`src/rtl/alu_arbiter.sv`:
```
// Round-robin arbiter sharing one combinational ALU between the execute stage
// (requester 0) and the branch/compare unit (requester 1). Results are held in a
// one-entry response register that is tagged with the owning requester.
module alu_arbiter #(
  parameter int DATA_W = 32,
  parameter int CTRL_W = 4
) (
  input  logic              i_clk,
  input  logic              i_rst,

  input  logic              i_req0_valid,
  output logic              o_req0_ready,
  input  logic [DATA_W-1:0] i_req0_op1,
  input  logic [DATA_W-1:0] i_req0_op2,
  input  logic [CTRL_W-1:0] i_req0_ctrl,

  input  logic              i_req1_valid,
  output logic              o_req1_ready,
  input  logic [DATA_W-1:0] i_req1_op1,
  input  logic [DATA_W-1:0] i_req1_op2,
  input  logic [CTRL_W-1:0] i_req1_ctrl,

  output logic [DATA_W-1:0] o_alu_op1,
  output logic [DATA_W-1:0] o_alu_op2,
  output logic [CTRL_W-1:0] o_alu_ctrl,
  input  logic [DATA_W-1:0] i_alu_result,

  output logic              o_rsp_valid,
  output logic              o_rsp_id,
  output logic [DATA_W-1:0] o_rsp_result,
  input  logic              i_rsp0_ready,
  input  logic              i_rsp1_ready
);

  logic [1:0]        req_valid;
  logic [1:0]        grant_vec;
  logic              grant_any;
  logic              grant_id;
  logic              rsp_drain;
  logic              slot_free;

  logic              rsp_valid_reg;
  logic              rsp_id_reg;
  logic [DATA_W-1:0] rsp_result_reg;
  logic              ptr_reg;

  assign req_valid = {i_req1_valid, i_req0_valid};

  // Only the owner's response-side ready can drain the slot.
  assign rsp_drain = rsp_valid_reg & (rsp_id_reg ? i_rsp1_ready : i_rsp0_ready);
  assign slot_free = !rsp_valid_reg | rsp_drain;

  always_comb begin
    grant_vec = 2'b00;
    if (!i_rst && slot_free) begin
      case (req_valid)
        2'b01:   grant_vec = 2'b01;
        2'b10:   grant_vec = 2'b10;
        2'b11:   grant_vec = ptr_reg ? 2'b10 : 2'b01;
        default: grant_vec = 2'b00;
      endcase
    end
  end

  assign grant_any    = |grant_vec;
  assign grant_id     = grant_vec[1];
  assign o_req0_ready = grant_vec[0];
  assign o_req1_ready = grant_vec[1];

  // With no grant the select falls back to requester 0; the ALU output is unused then.
  assign o_alu_op1  = grant_id ? i_req1_op1  : i_req0_op1;
  assign o_alu_op2  = grant_id ? i_req1_op2  : i_req0_op2;
  assign o_alu_ctrl = grant_id ? i_req1_ctrl : i_req0_ctrl;

  always_ff @(posedge i_clk or posedge i_rst) begin
    if (i_rst) begin
      rsp_valid_reg  <= 1'b0;
      rsp_id_reg     <= 1'b0;
      rsp_result_reg <= '0;
      ptr_reg        <= 1'b0;
    end else if (grant_any) begin
      rsp_valid_reg  <= 1'b1;
      rsp_id_reg     <= grant_id;
      rsp_result_reg <= i_alu_result;
      ptr_reg        <= ~grant_id;
    end else if (rsp_drain) begin
      rsp_valid_reg  <= 1'b0;
    end
  end

  assign o_rsp_valid  = rsp_valid_reg;
  assign o_rsp_id     = rsp_id_reg;
  assign o_rsp_result = rsp_result_reg;

endmodule

```
`config.mk`:
```
export PLATFORM = sky130hd
export DESIGN_NAME = alu_arbiter
export DESIGN_NICKNAME = d
export VERILOG_FILES = /design/src/rtl/alu_arbiter.sv
export SDC_FILE = /design/constraint.sdc
export NUM_CORES = 1
export LEC_CHECK = 0
export ABC_AREA = 0
export BUFFER_PORTS_ARGS = -buffer_cell sky130_fd_sc_hd__buf_2
export CAP_MARGIN = 20
export CORE_AREA = 2 2 107 109
export CTS_CLUSTER_DIAMETER = 50
export DETAILED_ROUTE_END_ITERATION = 7
export DIE_AREA = 0 0 109 111
export GPL_TIMING_DRIVEN = 0
export PLACE_DENSITY = 0.57
export SKIP_CTS_REPAIR_TIMING = 1
export SLEW_MARGIN = 20
export SYNTH_ARGS = -nofsm -noshare
export SYNTH_HDL_FRONTEND = slang
export SYNTH_SLANG_ARGS = --single-unit
export TNS_END_PERCENT = 10
```
`constraint.sdc`:
```
create_clock -name i_clk -period 4.5 [get_ports i_clk]
set_input_delay 1.35 -clock i_clk [delete_from_list [all_inputs] [get_ports i_clk]]
set_output_delay 1.35 -clock i_clk [all_outputs]
set_load 0.02 [all_outputs]
```
# [Word level (Yosys, flattened, before mapping)]
# Cells that the tools add are included.
[classes] n_eq_ne=3 mux=9 bitwise_logic=3 n_reduce_logical=5
[op_table] cell="two-way mux 32 bit" n=2
[op_table] cell="one-hot mux 2 bit (3 select lines)" n=1
[op_table] cell="equality test 2 bit (second input constant)" n=2
[op_table] cell="two-way mux 2 bit" n=2
[op_table] cell="two-way mux 4 bit" n=1
[op_table] cell="two-way mux 1 bit" n=3
[op_table] cell="equality test 2 x 1 -> 1 bit (second input constant)" n=1
[op_table] cell="zero test 1 bit" n=2
[op_table] cell="nonzero test 2 bit" n=1
[op_table] cell="OR reduction 2 bit" n=1
[op_table] cell="bitwise AND 1 bit" n=1
[op_table] cell="logical AND 1 bit" n=1
[op_table] cell="inverter 1 bit" n=1
[op_table] cell="OR 1 bit" n=1
[totals] ff_bits=35

# [Logic depth before layout (Yosys ltp)]
# Gate-level depths: netlist (run 1).
[logic_depth] depth_word=7 depth_mapped=5

# [Least setup slack after synthesis (run 1)]
# Ideal clock, no wire load.
[synth_timing] path_kind="input-to-output" start="input port i_rsp1_ready" end="output port o_alu_ctrl[0]" arrival_time_ns=2.753 required_ns=3.150 slack_ns=0.397 cell_stages=5 path_cell_list="mux2i_1 -> a2111oi_4 -> buf_4 -> buf_6 -> mux2_1"
[synth_via] elab_chain_len=6
[synth_lines] item="start, declared" line="32" source="input logic i_rsp1_ready"
[synth_lines] item="two-way mux 1 bit" line="50" source="assign rsp_drain = rsp_valid_reg & (rsp_id_reg ? i_rsp1_ready : i_rsp0_ready);"
[synth_lines] item="bitwise AND 1 bit" line="50"
[synth_lines] item="OR 1 bit" line="51" source="assign slot_free = !rsp_valid_reg | rsp_drain;"
[synth_lines] item="logical AND 1 bit" line="55" source="if (!i_rst && slot_free) begin"
[synth_lines] item="two-way mux 2 bit" line="55"
[synth_lines] item="named net o_req1_ready" line="18" source="output logic o_req1_ready,"
[synth_lines] item="two-way mux 4 bit" line="73" source="assign o_alu_ctrl = grant_id ? i_req1_ctrl : i_req0_ctrl;"
[synth_lines] item="end, declared" line="25" source="output logic [CTRL_W-1:0] o_alu_ctrl,"
# The timed path passes the listed nets, and every way through them passes these cells.

# [Worst setup path after layout (run 1)]
[layout_timing] start="input port i_rsp1_ready" end="output port o_alu_op2[29]"
[layout_via] elab_chain_len=6
[layout_lines] item="two-way mux 1 bit" line="50"
[layout_lines] item="bitwise AND 1 bit" line="50"
[layout_lines] item="OR 1 bit" line="51"
[layout_lines] item="logical AND 1 bit" line="55"
[layout_lines] item="two-way mux 2 bit" line="55"
[layout_lines] item="two-way mux 32 bit" line="72" source="assign o_alu_op2 = grant_id ? i_req1_op2 : i_req0_op2;"
[layout_lines] item="end, declared" line="24" source="output logic [DATA_W-1:0] o_alu_op2,"
# Every way passes these cells.

==> metrics.txt, run 1 <==
status complete, no violations; Ys Warns 0; sequential element share of the synthesized area 39.7%; antenna violations before repair 0; largest net degree at the start of global routing 37; Top FF cell, synth dfrtp_1; Post-synth ARST share 100%; crit path from i_rsp1_ready; worst-path maximum fanout 10; Reg2Reg Setup Slack about 2.6 ns; total gr overflow 0; area delta synth->final 78.9%; most common cell after layout, fill and taps aside buf_2; top-area cell type share of the netlist area 46.4%; post-synthesis register bit count 35; distinct cell type count after synthesis 19; Post-Route WL 8390 microns; dpl ws -0.101 ns; first-pass detailed-route iteration total 4; synth top area cells mux2_2 (46%), dfrtp_1 (40%), mux2_1 (4.6%); Leak 2.07 nW; pins over their slew limit 0; row count 39; average cell area after synthesis 13.3 sq um; Final Hold Vio Count 0; CTS clk-pin slew, worst paths 0.05 ns; skew final roughly 0.0048 ns; DP Cell Count 586; Multi-input gate area 0.00126 sq mm; Post-DP HPWL 7350 microns; I/O Pins 278; vias per cell 4.11; Setup violations, final 0; syn nets 340; total track usage 12.9%; fin cells 597; min-delay src o_rsp_result[9]; CTS Buf Count 5; Fillers 1112; Avg WL per Cell 14.1 microns; slew of the pin with the lowest slew margin 0.747 ns; part of the total power dissipated in combinational logic 43.7%; Reg2Reg Capture Point o_rsp_result[20]; Worst-Skew Late Latency 0.27 ns; min Tclk post-route 4.38 ns; Cells after Synth 166; Max Root-Sink Buffers 2; Max-slew headroom 50.1%; hold depth 1; layout cells sized above 1 86.1%; CTS sink count 35; ANT nets after route 0; vias in the first global route roughly 2400; commonest non-fill, non-tap cells in the layout buf_2 (285), mux2_2 (91), dfrtp_1 (35), mux2_1 (9), clkbuf_16 (5); die area 0.0121 sq mm; Post-Syn Area between 0.002 and 0.0025 sq mm; sequential share of power between 30% and 40%; max FFs per register 32; Reg2Reg Launch Point o_rsp_id; Power Density 354 mW/mm^2; Clock power frac 25.6%; unrepaired setup endpoints after global routing no; Core ar. 0.0111 sq mm; switching power approximately 500 uW; CP Class input pin to output port; die height roughly 110 microns; Finished Core Util 35.7%; Placer Congestion 0.777; H-tree depth 2; CTS tree built; cell-internal power 903 uW; crit start category input pin; Starting Density 19.9%; Setup crit end kind output port; clock root cell clkbuf_16; Max Cap Viol 0; VDD IR max 0.163 mV; switching portion of total power 35.5%; first-pass GRT wire length 12000 microns; WP data required 3.15 ns; hold path endpoint o_rsp_result[9]; Storage cell area 876 sq um; Yosys top cell by area mux2_2; # nets final 626; crit share post-route a little over nine tenths; number of synthesized flops with an enable pin 0; FMAX 228 MHz; setup ws final 0.120 ns; Critical Path AT ~3.0 ns; setup TNS 0 ns; overall power 1.40 mW; Initial DRC Count 42; port bufs between 200 and 300; HP Class register to register; Die X about 110 microns; DRC viols 0; worst r2r path cells 4; vias 2451
how the worst max path moves through the flow:
stage | end | slack (ns) | depth (start not counted)
2_1_floorplan | o_alu_ctrl[0] | 0.40 | 5
3_3_place_gp | o_alu_op2[29] | -0.07 | 7
3_5_place_dp | o_alu_op2[29] | -0.10 | 7
4_1_cts | o_alu_op2[29] | -0.11 | 7
5_1_grt | o_alu_ctrl[0] | 0.01 | 8
6_report | o_alu_op2[29] | 0.12 | 8
power groups by stage:
stage | combinational, mW | clock, mW | sequential [mW]
floorplan | 0.285 | 0 | 0.523
global placement | 0.610 | 0 | 0.429
detailed placement | 0.617 | 0 | 0.435
CTS | 0.619 | 0.370 | 0.430
global route | 0.654 | 0.391 | 0.439
finish | 0.612 | 0.359 | 0.428
worst max-delay path, stage by stage:
cell       delay [ns]
buf_2            0.11
mux2i_1          0.42
a2111oi_4        0.15
buf_4            0.18
buf_4            0.18
buf_6            0.16
mux2_1           0.32
buf_2            0.17
cell usage after synthesis, types with 2 or more instances:
master,n
buf_2,8
nor2b_1,2
mux2_2,91
dfrtp_1,35
and2_1,2
inv_1,4
a21oi_1,2
nand2b_1,2
o21ai_0,2
mux2_1,9
routing by layer:
metal / share of wire (%) / GRT usage (%) / vias to the layer above / routed length (microns)
met5: 0 / 0 / - / 0
met3: 7.5 / 2.88 / 12 / 633
met4: 2.1 / 4.36 / 0 / 176
met1: 41 / 15.8 / 1118 / 3460
li1: - / - / 1187 / -
met2: 49 / 21.9 / 134 / 4120
logic make-up after synthesis:
group           after synthesis  synth area share, %
buf+inv                      14                 3.34
compound gates                9                 3.68
simple gates                  7                 1.87
mux                         101                 51.4
flops                        35                 39.7
area by class of cell:
type	instances	share of cell area [%]
repair buffers	279	35.5
multi-input cells	117	31.9
flip-flops and latches	35	22.2
well taps	143	4.53
clock buffers	7	3.86
plain buffers	10	1.49
inverters	4	0.380
clock inverters	1	0.190
diodes	1	0.0633
metrics by stage:
| stage | hold WS, ns | cell area [sq um] |
|---|---|---|
| after floorplan | 0.518 | 2210 |
| after global placement | 0.485 | 3770 |
| after detailed placement | 0.492 | 3770 |
| after CTS | 0.505 | 3930 |
| after global routing | 0.521 | 3950 |
| final | 0.499 | 3950 |
Power figures use the tool's default switching activity.
==> run 2, diff against run 1 <==
Settings changed: ABC_CLOCK_PERIOD_IN_PS from default to 4500, BUFFER_PORTS_ARGS -buffer_cell sky130_fd_sc_hd__buf_2 to -buffer_cell sky130_fd_sc_hd__buf_4, PLACE_DENSITY 0.57 to default, PLACE_DENSITY_LB_ADDON from default to 0.08.
==> run 2 against run 1 <==
  * Wire length is 11% higher
  * Largest power group unchanged
  * Register-to-register slack worse by 0.02 ns
  * Largest cell class unchanged
  * Cell count is 0.17% lower
  * Critical endpoint is now o_alu_op1[28]
  * Core utilization up 6.5 points
==> metrics.txt, run 2 (synthesis results as in run 1) <==
area delta synth->final 112%; unrepaired setup endpoints after global routing no; Avg WL per Cell 15.6 microns; CTS Buf Count 5; busiest grt layer met2; slew of the pin with the lowest slew margin 0.488 ns; Max Cap Viol 0; cell-internal power 1.04 mW; CTS sink count 35; met2 usage 27.6%; Leak 2.32 nW; part of the total power dissipated in combinational logic 47.1%; H-tree depth 2; vias per cell between 4 and 5; crit share post-route 96.9%; Clock power frac 25.1%; Die X around 110 microns; min Tclk post-route 4.36 ns; Critical Path AT 3.01 ns; total gr overflow 0; clock root cell clkbuf_16; setup ws final roughly 0.14 ns; Starting Density about 20%; sequential share of power 27.8%; status complete, no violations; grt met3 use around 4.2%; most common cell after layout, fill and taps aside buf_4; VDD IR max 0.160 mV; setup TNS 0 ns; switching portion of total power 32.7%; switching power 508 uW; total inserted antenna cells 0; Worst path slowest cell a2111oi_4; Post-Route WL 9300 microns; Final Cell Area around 0.0047 sq mm; Worst path most repeated cell buf_4; Reg2Reg Capture Point o_rsp_result[29]; CTS clk-pin slew, worst paths 0.06 ns; row count 39; Setup crit end kind output port; DP Area roughly 0.0045 sq mm; vias 2437; Critical Path Sink o_alu_op1[28]; # nets final 626; Core ar. 0.0111 sq mm; DRC viols 0; port bufs 277; die area 0.0121 sq mm; Final Hold Vio Count 0; max FFs per register 32; vias in the first global route 2607; crit-path cells buf_4, nor2b_1, a2111oi_4, buf_4, buf_2, mux2_2, buf_4; HP Class register to register; Placer Congestion 0.774; first-pass GRT wire length 13700 microns; crit path from i_req0_valid; Post-DP HPWL 8140 microns; Max-slew headroom 66.5%; total track usage 14.7%; CP max stage delay 0.42 ns; Initial DRC Count 72; Reg2Reg Setup Slack 2.55 ns; layout cells sized above 1 86.1%; skew final between 0.005 and 0.006 ns; largest net degree at the start of global routing 20; CP Class input pin to output port; Max Root-Sink Buffers 2; Min Hold Slack 0.506 ns; Reg2Reg Launch Point o_rsp_id; CTS tree built; fin cells ~600; pins over their slew limit 0; first-pass detailed-route iteration total 4; worst r2r path cells 4; dpl ws just under 0.01 ns; crit start category input pin; ANT nets after route 0; Fillers 1105; WP data required about 3.2 ns; FMAX between 200 and 250 MHz; met1 GRT Util 15.7%; I/O Pins 278; DP Cell Count 587; Power Density 332 mW/mm^2; worst-path maximum fanout 10; Worst-Skew Late Latency 0.28 ns; die height 111 microns; Setup violations, final 0; antenna violations before repair 0; commonest non-fill, non-tap cells in the layout buf_4 (279), mux2_2 (91), dfrtp_1 (35), mux2_1 (9), buf_2 (8)
## run 2: cell type report
class,count,area (sq um),area share (%)
plain buffers,10,58.8,1.26
clock buffers,5,125,2.68
clock inverters,3,43.8,0.938
inverters,4,15.0,0.321
multi-input cells,117,1260,26.9
flip-flops and latches,35,876,18.8
well taps,143,179,3.83
repair buffers,279,2110,45.3
## run 2: routing by layer
layer,vias to the layer above,part of all wire [%]
li1,1179,-
met1,1117,35
met2,130,55
met3,11,8.4
met4,0,1.4
met5,-,0
## run 2: worst min path at each step
| stage | from | end | slack (ns) | cells past startpoint |
|---|---|---|---|---|
| 2_1_floorplan | ptr_reg | ptr_reg | 0.52 | 1 |
| 3_3_place_gp | o_rsp_result[18] | o_rsp_result[18] | 0.49 | 1 |
| 3_5_place_dp | o_rsp_result[4] | o_rsp_result[4] | 0.50 | 1 |
| 4_1_cts | o_rsp_result[4] | o_rsp_result[4] | 0.51 | 1 |
| 5_1_grt | o_rsp_result[7] | o_rsp_result[7] | 0.52 | 1 |
| 6_report | o_rsp_result[26] | o_rsp_result[26] | 0.51 | 1 |
## run 2: per-stage QoR
step	util (%)	total power [mW]
floorplan	-	0.808
global placement	40.3	1.17
detailed placement	40.6	1.18
CTS	42.1	1.58
global route	42.2	1.64
finish	42.2	1.55
## run 2: critical path: cells and delay by family
kind / cells / cell delay, ns
buffers and inverters: 4 / 0.71
AO/OA/AOI/OAI: 1 / 0.42
AND/OR/NAND/NOR: 1 / 0.15
multiplexers: 1 / 0.37
## run 2: power by group through the flow
stage	clock network (mW)	registers [mW]	logic, mW
2_1_floorplan	0	0.523	0.285
3_5_place_dp	0	0.438	0.739
4_1_cts	0.405	0.433	0.741
3_3_place_gp	0	0.436	0.732
6_report	0.390	0.432	0.731
5_1_grt	0.421	0.443	0.776
==> run 3, diff against run 2 <==
Settings changed: GPL_TIMING_DRIVEN 0 to default.
==> run 3 against run 2 <==
  * Worst setup slack better by 0.032 ns
  * Clock skew is 0.0015 ns higher
  * Wire length rose by 0.93%
  * Via count is 1.6% higher
  * Sequential power about the same
  * Combinational power barely moved
  * Global-route usage is 0.054 points higher
  * Non-clock buffer count shrank 7
  * Critical path type unchanged
  * Clock power barely moved
  * First-iteration DRC count grew 6.9%
  * Worst hold slack worse by 0.0017 ns
==> metrics.txt, run 3 (synthesis results as in run 1) <==
HP Class register to register; total track usage 14.8%; antenna violations before repair 0; # nets final just over 600; clock root cell clkbuf_16; die height between 100 and 150 microns; slew of the pin with the lowest slew margin 0.579 ns; Critical Path AT 2.98 ns; Post-Route WL 9380 microns; Storage cell area 876 sq um; sequential share of power between 20% and 30%; worst-path maximum fanout 28; max FFs per register 32; Initial DRC Count 77; Leak 2.28 nW; setup TNS 0 ns; switching portion of total power about a third; Clock power frac 25.0%; Worst path slowest cell a2111oi_4; Setup crit end kind output port; pins over their slew limit 0; Reg2Reg Setup Slack ~2.4 ns; total inserted antenna cells 0; CP max stage delay about 0.40 ns; Fillers 1080; Setup violations, final 0; first-pass detailed-route iteration total 3; row count 39; vias 2477; Placer Congestion approximately 0.77; FMAX 231 MHz; VDD IR max 0.189 mV; layout cells sized above 1 85.9%; Core ar. 0.0111 sq mm; Reg2Reg Capture Point o_rsp_result[8]; hold path endpoint o_rsp_result[5]; area delta synth->final 110%; ANT nets after route 0; Multi-input gate area 0.00127 sq mm; switching power 510 uW; CTS clk-pin slew, worst paths 0.05 ns; min Tclk post-route approximately 4.3 ns; Reg2Reg Launch Point o_rsp_id; Final Hold Vio Count 0; port bufs about 280; Worst Path Buf+Inv 3; unrepaired setup endpoints after global routing no; Finished Core Util 41.9%; vias per cell about 4.2; largest net degree at the start of global routing 42; commonest non-fill, non-tap cells in the layout buf_4 (281), mux2_2 (91), dfrtp_1 (35), mux2_1 (9), clkbuf_16 (5); crit start category input pin; die area 0.0121 sq mm; worst r2r path cells 5; hold depth 1; CP Class input pin to output port; Worst-Skew Late Latency approximately 0.28 ns; Max Cap Viol 0; Post-DP HPWL 7980 microns; cell family with most CP delay buffers and inverters; I/O Pins between 200 and 300; Worst path most repeated cell buf_4; skew final 0.00655 ns; part of the total power dissipated in combinational logic 47.2%; crit share post-route 96.2%; CTS sink count 35; Max Root-Sink Buffers 2; most common cell after layout, fill and taps aside buf_4; Starting Density 19.9%; min-delay src o_rsp_result[5]; H-tree depth 2; first-pass GRT wire length roughly 14000 microns; status complete, no violations; CTS tree built; vias in the first global route 2576; cell-internal power 1.04 mW; Final Cell Area 0.00464 sq mm; crit-path cells buf_4, nor2b_1, a2111oi_4, buf_4, mux2_2, buf_4; Power Density 335 mW/mm^2; overall power 1.55 mW; WP data required 3.15 ns; total gr overflow 0; CTS Buf Count 5; Die X about 110 microns; Max-slew headroom 61.3%; DP Area 0.00447 sq mm; DRC viols 0; Avg WL per Cell 15.9 microns
[run 3: layout make-up]
cell class / instances / share of cell area [%]
flip-flops and latches: 35 / 18.9
clock buffers: 5 / 2.70
repair buffers: 282 / 45.9
inverters: 4 / 0.324
multi-input cells: 117 / 27.4
well taps: 143 / 3.86
clock inverters: 3 / 0.944
[run 3: power by group through the flow]
stage	logic, mW	registers (mW)	clock network [mW]
floorplan	0.285	0.523	0
global route	0.775	0.443	0.419
finish	0.732	0.433	0.388
detailed placement	0.739	0.439	0
global placement	0.737	0.437	0
CTS	0.741	0.433	0.402
[run 3: worst max path at each step]
stage	start	cells past startpoint	end	slack, ns
after detailed placement	i_req0_valid	6	o_alu_op2[21]	0.16
after global placement	i_req0_valid	6	o_alu_op2[18]	0.20
final	i_req0_valid	6	o_alu_op2[21]	0.17
after global routing	i_req0_valid	6	o_alu_op2[21]	0.07
after floorplan	i_rsp1_ready	5	o_alu_ctrl[0]	0.40
after CTS	i_req0_valid	6	o_alu_op2[21]	0.16
[run 3: metal layers]
metal | GRT usage (%) | wire (microns)
met3 | 3.76 | 768
met4 | 3.68 | 160
met1 | 16.0 | 3290
met5 | 0 | 0
met2 | 27.8 | 5160
[run 3: worst reg2reg max path: cells and delay by family (launching register included)]
kind	cells	cell delay, ns
flops	1	0.43
buf+inv	2	0.55
compound gates	1	0.49
mux	2	0.57
[run 3: metrics by stage]
| step | worst slack, ns | std cells | hold slack (ns) |
|---|---|---|---|
| 6_report | 0.172 | 589 | 0.505 |
| 5_1_grt | 0.0747 | 589 | 0.512 |
| 4_1_cts | 0.160 | 589 | 0.509 |
| 3_5_place_dp | 0.163 | 581 | 0.496 |
| 3_3_place_gp | 0.198 | 581 | 0.490 |
| 2_1_floorplan | 0.397 | 166 | 0.518 |
